$ cat src/rtl/seven_segs_scan.sv
// rtl/seven_segs_scan.sv - time-multiplexed seven-segment scanner with shadow registers and dead time
// Outputs are registered views of the prescaler, the digit index and the shadow data.
module seven_segs_scan #(
    parameter int DIGITS         = 8,
    parameter int PRESCALE       = 50000,
    parameter int DEAD           = 16,
    parameter int SEG_ACTIVE_LOW = 1,
    parameter int AN_ACTIVE_LOW  = 1
) (
    input  logic                  clk,
    input  logic                  rst_n,
    input  logic                  load,
    input  logic [4*DIGITS-1:0]   data,
    input  logic [DIGITS-1:0]     dp,
    input  logic [DIGITS-1:0]     digit_en,
    input  logic                  lzb_en,
    output logic [6:0]            seg,
    output logic                  dp_out,
    output logic [DIGITS-1:0]     an,
    output logic                  frame_start
);
    localparam int IDXW = (DIGITS > 1) ? $clog2(DIGITS) : 1;
    localparam int PCW  = $clog2(PRESCALE);

    localparam logic [6:0]        SEG_OFF = (SEG_ACTIVE_LOW != 0) ? 7'h7F : 7'h00;
    localparam logic              DP_OFF  = (SEG_ACTIVE_LOW != 0);
    localparam logic [DIGITS-1:0] AN_OFF  = (AN_ACTIVE_LOW != 0) ? {DIGITS{1'b1}} : {DIGITS{1'b0}};

    logic [PCW-1:0]      pcnt;
    logic [IDXW-1:0]     idx;
    logic [4*DIGITS-1:0] sh_data;
    logic [DIGITS-1:0]   sh_dp;
    logic [DIGITS-1:0]   sh_en;
    logic                sh_lzb;

    logic [3:0]          nib [DIGITS];
    logic [DIGITS-1:0]   blank;
    logic                hi_zero;
    logic                dark;
    logic [3:0]          cur_nib;
    logic [6:0]          glyph;
    logic [DIGITS-1:0]   an_sel;

    always_ff @(posedge clk or negedge rst_n) begin
        if (!rst_n) begin
            pcnt <= '0;
            idx  <= '0;
        end else if (pcnt == PCW'(PRESCALE - 1)) begin
            pcnt <= '0;
            idx  <= (idx == IDXW'(DIGITS - 1)) ? '0 : idx + 1'b1;
        end else begin
            pcnt <= pcnt + 1'b1;
        end
    end

    always_ff @(posedge clk or negedge rst_n) begin
        if (!rst_n) begin
            sh_data <= '0;
            sh_dp   <= '0;
            sh_en   <= '0;
            sh_lzb  <= 1'b0;
        end else if (load) begin
            sh_data <= data;
            sh_dp   <= dp;
            sh_en   <= digit_en;
            sh_lzb  <= lzb_en;
        end
    end

    // Blanking walks down from the most significant digit; digit 0 always shows.
    always_comb begin
        hi_zero = 1'b1;
        blank   = '0;
        for (int i = 0; i < DIGITS; i++) nib[i] = sh_data[4*i +: 4];
        for (int i = DIGITS - 1; i >= 0; i--) begin
            hi_zero  = hi_zero & (nib[i] == 4'h0) & ~sh_dp[i];
            blank[i] = (i > 0) & sh_lzb & hi_zero;
        end
    end

    always_comb begin
        cur_nib = nib[idx];
        dark    = (int'(pcnt) < DEAD) | ~sh_en[idx] | blank[idx];
        an_sel  = '0;
        an_sel[idx] = 1'b1;
        case (cur_nib)      // g..a bit order
            4'h0: glyph = 7'b0111111;
            4'h1: glyph = 7'b0000110;
            4'h2: glyph = 7'b1011011;
            4'h3: glyph = 7'b1001111;
            4'h4: glyph = 7'b1100110;
            4'h5: glyph = 7'b1101101;
            4'h6: glyph = 7'b1111101;
            4'h7: glyph = 7'b0000111;
            4'h8: glyph = 7'b1111111;
            4'h9: glyph = 7'b1100111;
            4'hA: glyph = 7'b1110111;
            4'hB: glyph = 7'b1111100;
            4'hC: glyph = 7'b0111001;
            4'hD: glyph = 7'b1011110;
            4'hE: glyph = 7'b1111001;
            default: glyph = 7'b1110001;
        endcase
    end

    always_ff @(posedge clk or negedge rst_n) begin
        if (!rst_n) begin
            seg         <= SEG_OFF;
            dp_out      <= DP_OFF;
            an          <= AN_OFF;
            frame_start <= 1'b0;
        end else begin
            frame_start <= (idx == '0) && (pcnt == '0);
            if (dark) begin
                seg    <= SEG_OFF;
                dp_out <= DP_OFF;
                an     <= AN_OFF;
            end else begin
                seg    <= glyph ^ SEG_OFF;
                dp_out <= sh_dp[idx] ^ DP_OFF;
                an     <= an_sel ^ AN_OFF;
            end
        end
    end
endmodule
$ cat config.mk
export PLATFORM = sky130hd
export DESIGN_NAME = seven_segs_scan
export DESIGN_NICKNAME = d
export VERILOG_FILES = /design/src/rtl/seven_segs_scan.sv
export SDC_FILE = /design/constraint.sdc
export NUM_CORES = 1
export LEC_CHECK = 0
export BUFFER_PORTS_ARGS = -buffer_cell sky130_fd_sc_hd__buf_2
export CORE_MARGIN = 10
export CORE_UTILIZATION = 56
export DETAILED_ROUTE_END_ITERATION = 16
export GPL_ROUTABILITY_DRIVEN = 0
export PLACE_DENSITY = 0.9
export SYNTH_ARGS = -nofsm -noshare
export SYNTH_HDL_FRONTEND = slang
export SYNTH_SLANG_ARGS = --single-unit
$ cat constraint.sdc
create_clock -name clk -period 3.6 [get_ports clk]
set_clock_uncertainty 0.2 [all_clocks]
set_input_delay 0.54 -clock clk [delete_from_list [all_inputs] [get_ports clk]]
set_output_delay 0.54 -clock clk [all_outputs]
set_load 0.1 [all_outputs]
==> impl_results.md, run 1 <==
- Largest net degree at the start of global routing: 86
- Flop-to-flop setup slack: 540 ps
- Hold/Removal Path Class: primary input to async pin
- Primary FF master, synth: dfrtp_1
- Share of the synthesized area in the top cell type: 43.0%
- Critical path endpoint category: register
- Cell internal pwr: 1420 uW
- Die area: ~11000 sq um
- Total Neg Setup Slack: 0 ps
- Final nets: 460
- Number of synthesized flops with an enable pin: 0
- Rel. slew slack: 28.1%
- Comb power frac: roughly 17%
- CTS tree: done
- DR pass1 iterations: 4
- Synthesized area: 4020 sq um
- IO Count: 69
- Crit path kind: register to register
- Core ar.: 6870 sq um
- Fin Hold WS: 164 ps
- Yosys top cell by area: dfrtp_1
- Req. time, crit path: 3650 ps
- Root buffer cell: clkbuf_8
- Syn Nets: 393
- Drt via density: about 5.7
- Post-CTS Resized: 0
- Overflow after GRT: 0
- Register area share after synthesis: 53.4%
- Area grow syn2layout: 14.8%
- DRT antenna net count: 0
- Count of pins over their slew limit: 0
- Via count: 2865
- Peak VDD IR: 315 uV
- Synth cell types: 45
- Initial DRC Count: about 290
- Ys Warns: 0
- Overall routing resource usage: 16.2%
- Post-Syn Instances: 331
- Final setup viols: 0
- Mapped Avg Cell Area: approximately 12 sq um
- # clock sinks: between 80 and 90
- CP arrival: 3110 ps
- DRC violations left: 0
- Initial antenna violation count: 0
- Routed wire per std cell: 17.8 um
- Flop pwr share: between 50% and 60%
- Share of cells above drive strength 1: 39.7%
- First-pass GRT wire length: 14600 um
- Max Cap Viol: 0
- Status: completed
- Cts hold-fix bufs: 0
- Port bufs: 68
- Hpwl dp: 6500 um
- Crit path max fanout: 15
- Slew @ Worst Pin: 1080 ps
- Synth Register Bits: 85
- Leakage: just over 0.002 uW
- F_max: 0.327 GHz
- Sw Pwr: ~600 uW
- Sw Ratio: between 20% and 30%
- Post-CTS setup buffer count: 0
- Diode count: 0
- Starting Density: around three fifths
- Num CTS Buffers: 9
- Unrepaired setup endpoints after global routing: false
- Fin. Hold Viols: 0
- Cell Rows: 30
- Async set or reset register ratio after synthesis: 100%
- Final Cycle Share: 85.0%
- Vias in the first global route: 2999
- Worst-path clk slew: 80 ps
- H-Tree Level Count: 3
- Pwr dens: 438 nW/um^2
- Final Routed Wirelength: 8880 um
- DIE WIDTH: 105 um
- Final Critical Period: 3060 ps
- Clock Latency Late Sink: 350 ps
- Worst-case clock buffer depth: 2
- Critical Path Start Type: register
- Clock Power Share: 29.2%
- Synth area leaders: dfrtp_1 43%, mux2_2 14%, dfstp_2 10%
- Die Span Y: 105 um
metrics by stage:
stage	power, uW	instance area (sq um)	util, %	setup slack [ps]	std cells
2_1_floorplan	1350	4020	-	654	331
3_3_place_gp	1430	4440	64.7	824	483
3_5_place_dp	1450	4440	64.7	611	483
4_1_cts	2030	4610	67.1	581	499
5_1_grt	2100	4610	67.1	363	499
6_report	2020	4610	67.1	540	499
registers in the layout, summed over array words and instances, names as in the netlist:
signal       flops
sh_data         32
seg              7
an               8
pcnt            16
sh_en            8
dp_out           1
frame_start      1
idx              3
sh_dp            8
sh_lzb           1
final timing paths:
path / endpoint / depth (start not counted) / from
max: seg[0]$_DFF_PN1_ / 9 / idx[1]$_DFFE_PN0N_
min: pcnt[14]$_DFF_PN0_ / 1 / rst_n
min reg2reg: pcnt[13]$_DFF_PN0_ / 1 / pcnt[13]$_DFF_PN0_
max in group asynchronous: sh_data[2]$_DFFE_PN0P_ / 1 / rst_n
min in group clk: sh_dp[3]$_DFFE_PN0P_ / 3 / dp[3]
max reg2reg: seg[0]$_DFF_PN1_ / 9 / idx[1]$_DFFE_PN0N_
worst max-delay path, stage by stage, from the launching register on:
cell      delay [ps]
dfrtp_1          640
inv_1            320
nand3_1          140
a21oi_1           80
a211oi_1         620
inv_1            160
ha_1             270
or3_1            370
o221ai_1          80
nand2_1           80
cells in the mapped netlist, drive strengths merged, types with 2 or more instances:
cell type / instances
nor4: 5
xor2: 9
nand3b: 2
nand2: 22
mux2i: 8
a31oi: 3
or4: 5
buf: 6
a211oi: 2
nor2: 20
dfstp: 16
inv: 9
o21ai: 8
mux2: 50
and3: 3
nor2b: 3
nand4: 8
o311ai: 2
dfrtp: 69
xnor2: 6
a21oi: 7
nor3: 9
ha: 10
clkbuf: 11
mux4: 6
o211ai: 2
nand3: 13
o221ai: 3
kinds of logic (layout without fill, tap and decap cells):
kind of cell / after synthesis / in the layout / synth area share [%]
DFF: 85 / 85 / 53.4
adders and majority gates: 10 / 10 / 3.11
and+or+nand+nor: 95 / 95 / 11.9
muxes: 64 / 64 / 19.4
AOI/OAI and AO/OA: 35 / 35 / 6.14
xor gates and xnor gates: 15 / 15 / 3.27
buffers and inverters: 27 / 99 / 2.80
placed cells by master, fill, tap and decap left out, types with 2 or more instances in the layout:
cell and instances:
nand3b_1 2, o21ai_0 8, nand4_1 8, nor2b_1 3, mux2_2 50, o221ai_1 3
dfrtp_1 69, a21oi_1 7, ha_1 10, o311ai_0 2, nand3_1 13, buf_2 67
a31oi_1 3, a211oi_1 2, nor4_1 5, buf_4 6, inv_1 9, xor2_1 9
dfstp_2 16, nor3_1 9, clkinv_2 3, clkbuf_8 10, and3_1 3, nor2_1 20
nand2_1 22, clkinv_1 2, or4_1 5, xnor2_1 6, mux4_2 6, mux2i_1 8
layout make-up:
class	count	area, sq um
fill	510	2260
sequential	85	2150
multi-input combinational	219	1760
timing repair buffer	73	380
clock buffer	11	141
tap	96	120
inverter	10	37.5
clock inverter	5	26.3
routing by layer:
metal	part of all wire [%]	vias up	global-route usage (%)
met5	0	-	0
met3	6.5	24	4.30
li1	-	1332	-
met2	47	124	25.5
met1	44	1385	20.3
met4	2.6	0	7.75
power groups by stage:
| stage | clock (uW) | sequential, uW | combinational [uW] |
|---|---|---|---|
| floorplan | 0 | 1200 | 148 |
| global placement | 0 | 1100 | 337 |
| detailed placement | 0 | 1100 | 348 |
| CTS | 599 | 1080 | 349 |
| global route | 640 | 1090 | 372 |
| finish | 591 | 1080 | 347 |
Power figures use the tool's default switching activity.
==> inputs of run 2 (changes only) <==
--- a/config.mk
+++ b/config.mk
@@ -7,10 +7,10 @@
 export LEC_CHECK = 0
 export BUFFER_PORTS_ARGS = -buffer_cell sky130_fd_sc_hd__buf_2
 export CORE_MARGIN = 10
-export CORE_UTILIZATION = 56
+export CORE_UTILIZATION = 50
 export DETAILED_ROUTE_END_ITERATION = 16
 export GPL_ROUTABILITY_DRIVEN = 0
-export PLACE_DENSITY = 0.9
+export PLACE_DENSITY = 0.85
 export SYNTH_ARGS = -nofsm -noshare
 export SYNTH_HDL_FRONTEND = slang
 export SYNTH_SLANG_ARGS = --single-unit
==> constraint.sdc (replaced) <==
create_clock -name clk -period 2.8 [get_ports clk]
set_clock_uncertainty 0.2 [all_clocks]
set_input_delay 0.42 -clock clk [delete_from_list [all_inputs] [get_ports clk]]
set_output_delay 0.42 -clock clk [all_outputs]
set_load 0.1 [all_outputs]
==> run 2 against run 1 <==
  * The run now ends with hold timing left
  * Design area is 3.2% higher
  * Fmax up 20%
  * Power grew 36%
  * Critical path depth fell by 3
  * Flip-flop and latch count stayed put
  * Hold slack worse by 180 ps
  * Non-clock buffer count is 11 higher
  * Worst setup slack got worse by 290 ps
  * Utilization is 5.9 points lower
  * Clock power grew 51%
  * Combinational power grew 31%
  * Global-route usage is 0.27 points lower
  * Critical path type unchanged
  * Critical endpoint is now seg[2]$_DFF_PN1_
  * Largest power group unchanged
==> impl_results.md, run 2 (synthesized netlist as in run 1, its figures left out) <==
- Status: finished with violations
- Violations in the final reports: hold timing
- Leakage: 0.00213 uW
- Core ar.: 7770 sq um
- Critical Path Start Type: register
- DR pass1 iterations: 4
- Crit path kind: register to register
- Critical-path cell list: or4_1, or4_1, a21oi_1, a21oi_1, o41a_4, o311ai_0
- Fin. Hold Viols: 12
- Largest net degree at the start of global routing: 73
- Largest delay share family, worst path: simple AND/OR/NAND/NOR gates
- Crit path max fanout: 16
- Worst-path clk slew: 90 ps
- CTS tree: done
- Critical path endpoint category: register
- First-pass GRT wire length: 15000 um
- Clock Latency Late Sink: 360 ps
- Register with the highest flop count: sh_data
- Vias in the first global route: ~3000
- Most common cell after layout, fill and taps aside: dfrtp_1
- DRT antenna net count: 0
- Rel. slew slack: 41.6%
- Total Neg Setup Slack: 0 ps
- Via count: 2891
- CP Depth: 6
- Req. time, crit path: 2840 ps
- Biggest regs: sh_data: 32 flops, pcnt: 16 flops
- CP arrival: 2600 ps
- Cts hold-fix bufs: 0
- Hold/Removal Path Class: primary input to async pin
- Final Critical Period: 2550 ps
- Starting Density: 51.7%
- Placed insts: 500
- Drt via density: ~5.6
- Overflow after GRT: 0
- DIE WIDTH: approximately 110 um
- Final nets: 471
- Pwr dens: a little under 600 nW/um^2
- DRC violations left: 0
- Largest register FFs: 32
- Cell Rows: 32
- Overall routing resource usage: 15.9%
- Slowest cell delay on critical path: 540 ps
- Unrepaired setup endpoints after global routing: false
- Path depth of the worst reg2reg path: 6
- # clock sinks: between 80 and 90
- Slew @ Worst Pin: 875 ps
- Root buffer cell: clkbuf_8
- Worst Path Buf+Inv: 0
- Final setup viols: 0
- Diode count: 0
- Initial DRC Count: approximately 220
- Count of pins over their slew limit: 0
- CP max-delay cell: or4_1
- Total power: ~2700 uW
- Worst-case clock buffer depth: 2
- Routed wire per std cell: 17.9 um
- Die Span Y: roughly 110 um
- Final std cells w/o fill: 516
- Hpwl dp: 6920 um
- Commonest non-fill, non-tap cells in the layout: 69 x dfrtp_1, 67 x buf_2, 50 x mux2_2
- Fin Hold WS: -11.0 ps
- Num CTS Buffers: 9
- Share of cells above drive strength 1: 42.3%
- Final Routed Wirelength: 9260 um
- H-Tree Level Count: 3
- Die area: 12000 sq um
- Peak VDD IR: about 360 uV
- Area grow syn2layout: 18.4%
- IO Count: 69
- F_max: 0.392 GHz
- Port bufs: 68
- Final Cycle Share: 91.2%
- Max Cap Viol: 0
- Initial antenna violation count: 0
==> run 2: cell count changes in the layout (fill, tap and decap cells not counted) <==
cell        previous run  this run
buf_4                  6        17
clkbuf_8              10        12
a211oi_1               2         1
a211oi_2               0         1
bufinv_16              0         1
clkbuf_1               1         0
clkinv_1               2         1
clkinvlp_4             1         0
o41a_1                 1         0
o41a_4                 0         1
==> run 2: final timing paths <==
check                                   startpoint  slack [ps]                    to
setup / recovery           sh_data[25]$_DFFE_PN0P_         250      seg[2]$_DFF_PN1_
hold / removal                               rst_n         -10     pcnt[8]$_DFF_PN0_
setup reg to reg           sh_data[25]$_DFFE_PN0P_         250      seg[2]$_DFF_PN1_
hold reg to reg                 pcnt[13]$_DFF_PN0_         300    pcnt[13]$_DFF_PN0_
max in group asynchronous                    rst_n        1620      seg[1]$_DFF_PN1_
min in group clk                             dp[3]          90  sh_dp[3]$_DFFE_PN0P_
==> run 2: metal layers <==
metal	share of wire (%)	vias to the layer above	track usage, %
met2	49	99	25.6
li1	-	1358	-
met3	6.6	12	5.79
met5	0	-	0
met1	43	1422	20.0
met4	1.2	0	4.18
==> run 2: cell type report <==
cell class              instances  area (sq um)
clock buffers                  12           165
clock inverters                 4          45.0
inverters                      10          37.5
flip-flops and latches         85          2150
multi-input cells             219          1770
fillers                       630          3010
repair buffers                 84           463
well taps                     102           128
==> run 2: what timing repair did <==
item,4_1_cts,5_1_grt
setup buffers,0,0
setup endpoints to repair,0,16
gates resized for setup,0,2
==> run 2: power breakdown <==
group,internal (uW),switching [uW]
clock network,481,413
registers,1330,63.7
logic,164,290
==> run 2: metrics by stage <==
step	area (sq um)	utilization (%)	worst slack (ps)
after floorplan	4020	-	15.5
after global placement	4540	58.4	75.2
after detailed placement	4540	58.4	8.99
after CTS	4750	61.1	8.70
after global routing	4760	61.3	90.5
final	4760	61.3	247
==> inputs of run 3 (changes only) <==
--- a/config.mk
+++ b/config.mk
@@ -5,12 +5,13 @@
 export SDC_FILE = /design/constraint.sdc
 export NUM_CORES = 1
 export LEC_CHECK = 0
+export ABC_AREA = 1
 export BUFFER_PORTS_ARGS = -buffer_cell sky130_fd_sc_hd__buf_2
 export CORE_MARGIN = 10
-export CORE_UTILIZATION = 50
+export CORE_UTILIZATION = 51
 export DETAILED_ROUTE_END_ITERATION = 16
 export GPL_ROUTABILITY_DRIVEN = 0
-export PLACE_DENSITY = 0.85
+export PLACE_DENSITY = 0.86
 export SYNTH_ARGS = -nofsm -noshare
 export SYNTH_HDL_FRONTEND = slang
 export SYNTH_SLANG_ARGS = --single-unit
==> run 3 against run 2 <==
  * The run now ends clean
  * Design area is 3.8% higher
  * Non-clock buffer count fell by 13
  * Via count increased by 29%
  * Wire length is 8.7% higher
  * Cell count increased by 34%
  * Fmax is 5.4% higher
  * Sequential power hardly changed
  * Global-route usage up 0.39 points
  * Die area increased by 4.8%
  * Sequential share of layout area fell by 1.7 points
  * First-iteration DRC count grew 27%
  * Largest cell class unchanged
==> impl_results.md, run 3 <==
- Synth Register Bits: 85
- Total Neg Setup Slack: 0 ps
- Largest net degree at the start of global routing: just over 80
- CTS tree: done
- Critical Path Start Type: register
- Reg2reg end: seg[3]$_DFF_PN1_
- Via count: 3723
- Total power: 2730 uW
- Die area: 12600 sq um
- Area grow syn2layout: 13.8%
- Crit path max fanout: 25
- Overflow after GRT: 0
- Post-Syn Instances: 518
- Yosys top cell by area: dfrtp_1
- Status: completed
- # fillers: 719
- Root buffer cell: clkbuf_8
- Post-Synth XOR/XNOR Area: 1.21%
- Largest register FFs: 32
- Number of synthesized flops with an enable pin: 0
- Hold/Removal Path Class: primary input to async pin
- Num CTS Buffers: 9
- First-pass GRT wire length: 17400 um
- Final Routed Wirelength: between 10000 and 15000 um
- Clock Power Share: 33.2%
- Die Span Y: 112 um
- Register area share after synthesis: 49.5%
- Diode count: 0
- DR pass1 iterations: 5
- Syn Nets: 580
- Share of cells above drive strength 1: 24.4%
- Worst-path clk slew: 90 ps
- F_max: 0.413 GHz
- DRT antenna net count: 0
- Most common cell in the netlist: nand2_1
- Register with the highest flop count: sh_data
- Fin. Hold Viols: 0
- Most common cell after layout, fill and taps aside: nand2_1
- Rel. slew slack: 35.9%
- Initial DRC Count: about 280
- H-Tree Level Count: 3
- Final setup viols: 0
- IO Count: 69
- Flop-to-flop setup slack: 380 ps
- Final Critical Period: 2420 ps
- Peak VDD IR: 339 uV
- CP arrival: 2470 ps
- Largest family of logic cells by synthesized area: simple AND/OR/NAND/NOR gates
- Commonest non-fill, non-tap cells in the layout: 162 x nand2_1, 69 x dfrtp_1, 67 x buf_2
- Crit path kind: register to register
- Comb power frac: 16.4%
- Cts hold-fix bufs: 0
- Reg2Reg Launch Point: idx[0]$_DFFE_PN0N_
- Compound-Gate Fraction of Synth Area: around 6.2%
- Synth cell types: 35
- Fin Hold WS: 14.7 ps
- Cell Rows: 33
- Share of the synthesized area in the top cell type: approximately two fifths
- Routed wire per std cell: 14.5 um
- DIE WIDTH: 112 um
- Cell internal pwr: 1920 uW
- Hpwl dp: 7490 um
- Worst-case clock buffer depth: 2
- Slew @ Worst Pin: roughly 960 ps
- Primary FF master, synth: dfrtp_1
- Max Cap Viol: 0
- Adder-cell share of the synthesized area: 2.88%
- Synth area leaders: dfrtp_1 40%, nand2_1 14%, dfstp_2 9.7%
- Starting Density: a little over half
- Sw Pwr: around 800 uW
- # clock sinks: 85
- Path depth of the worst reg2reg path: 13
- Overall routing resource usage: 16.3%
- Vias in the first global route: 3794
- Multiplexer area fraction after synthesis: 6.22%
- Count of pins over their slew limit: 0
- Final nets: 644
- Sw Ratio: 29.5%
- Initial antenna violation count: 0
- Drt via density: 5.38
- Core ar.: between 8000 and 9000 sq um
- Biggest regs: sh_data: 32 flops, pcnt: 16 flops
- Synth Area in Simple Gates: 26.3%
- Req. time, crit path: 2850 ps
- Pwr dens: 552 nW/um^2
- Async set or reset register ratio after synthesis: 100%
- DRC violations left: 0
- Most frequent cells after synthesis: 162 x nand2_1, 69 x dfrtp_1, 52 x inv_1, 40 x nor2_1, 40 x o21ai_0
- Unrepaired setup endpoints after global routing: false
- Clock Latency Late Sink: 350 ps
- Leakage: 0.00246 uW
- Final Cycle Share: between 80% and 90%
- Mapped Avg Cell Area: between 8 and 9 sq um
- Port bufs: 68
- Post-CTS Resized: 0
- Post-CTS setup buffer count: 0
- Synthesized area: 4340 sq um
- Ys Warns: 0
- Critical path endpoint category: register
- Flop pwr share: roughly 50%
-- run 3: cell families (layout without fill, tap and decap cells) --
group	after synthesis	after routing
AO/OA/AOI/OAI	52	52
XOR/XNOR	6	6
flip-flops	85	85
multiplexers	24	24
adder cells (fa/ha/maj)	10	10
AND/OR/NAND/NOR	266	266
buffers and inverters	75	144
-- run 3: worst max path at each step --
stage / from / end / slack, ps
3_5_place_dp: idx[0]$_DFFE_PN0N_ / seg[3]$_DFF_PN1_ / 440
3_3_place_gp: idx[0]$_DFFE_PN0N_ / seg[3]$_DFF_PN1_ / 570
2_1_floorplan: idx[0]$_DFFE_PN0N_ / seg[3]$_DFF_PN1_ / 840
6_report: idx[0]$_DFFE_PN0N_ / seg[3]$_DFF_PN1_ / 380
5_1_grt: idx[0]$_DFFE_PN0N_ / seg[0]$_DFF_PN1_ / 160
4_1_cts: idx[0]$_DFFE_PN0N_ / seg[3]$_DFF_PN1_ / 410
-- run 3: area by class of cell --
class	count	area (sq um)	share of cell area, %
repair buffers	71	378	7.65
flip-flops and latches	85	2150	43.5
multi-input cells	358	1860	37.6
inverters	57	216	4.38
clock buffers	12	155	3.14
clock inverters	4	55.1	1.11
well taps	105	131	2.66
-- run 3: routing by layer --
layer  part of all wire [%]  routed length [um]  track usage [%]
met5                      0                   0                0
met4                    2.3                 227             5.41
met3                    5.8                 581             4.42
met2                     49                4910             27.2
met1                     43                4340             20.0
-- run 3: power groups by stage --
| stage | logic (uW) | clock network, uW | registers (uW) |
|---|---|---|---|
| floorplan | 191 | 0 | 1520 |
| global placement | 433 | 0 | 1390 |
| detailed placement | 447 | 0 | 1400 |
| CTS | 449 | 917 | 1370 |
| global route | 492 | 981 | 1380 |
| finish | 446 | 906 | 1370 |
-- run 3: stage by stage --
| step | util (%) | setup slack [ps] | area, sq um | std cells |
|---|---|---|---|---|
| 2_1_floorplan | - | 836 | 4340 | 518 |
| 3_3_place_gp | 57.3 | 573 | 4730 | 676 |
| 3_5_place_dp | 57.3 | 438 | 4730 | 676 |
| 4_1_cts | 59.8 | 407 | 4940 | 692 |
| 5_1_grt | 59.8 | 157 | 4940 | 692 |
| 6_report | 59.8 | 377 | 4940 | 692 |
-- run 3: worst max-delay path, stage by stage (launching register included) --
cell,delay (ps)
dfrtp_1,600
buf_4,330
nand2_1,90
nand2_1,70
nand2_1,50
nand2_1,80
nand2_1,50
nand2_1,130
inv_1,110
ha_1,350
nand2_1,80
nand2_1,50
nand2_1,50
nand3_1,80
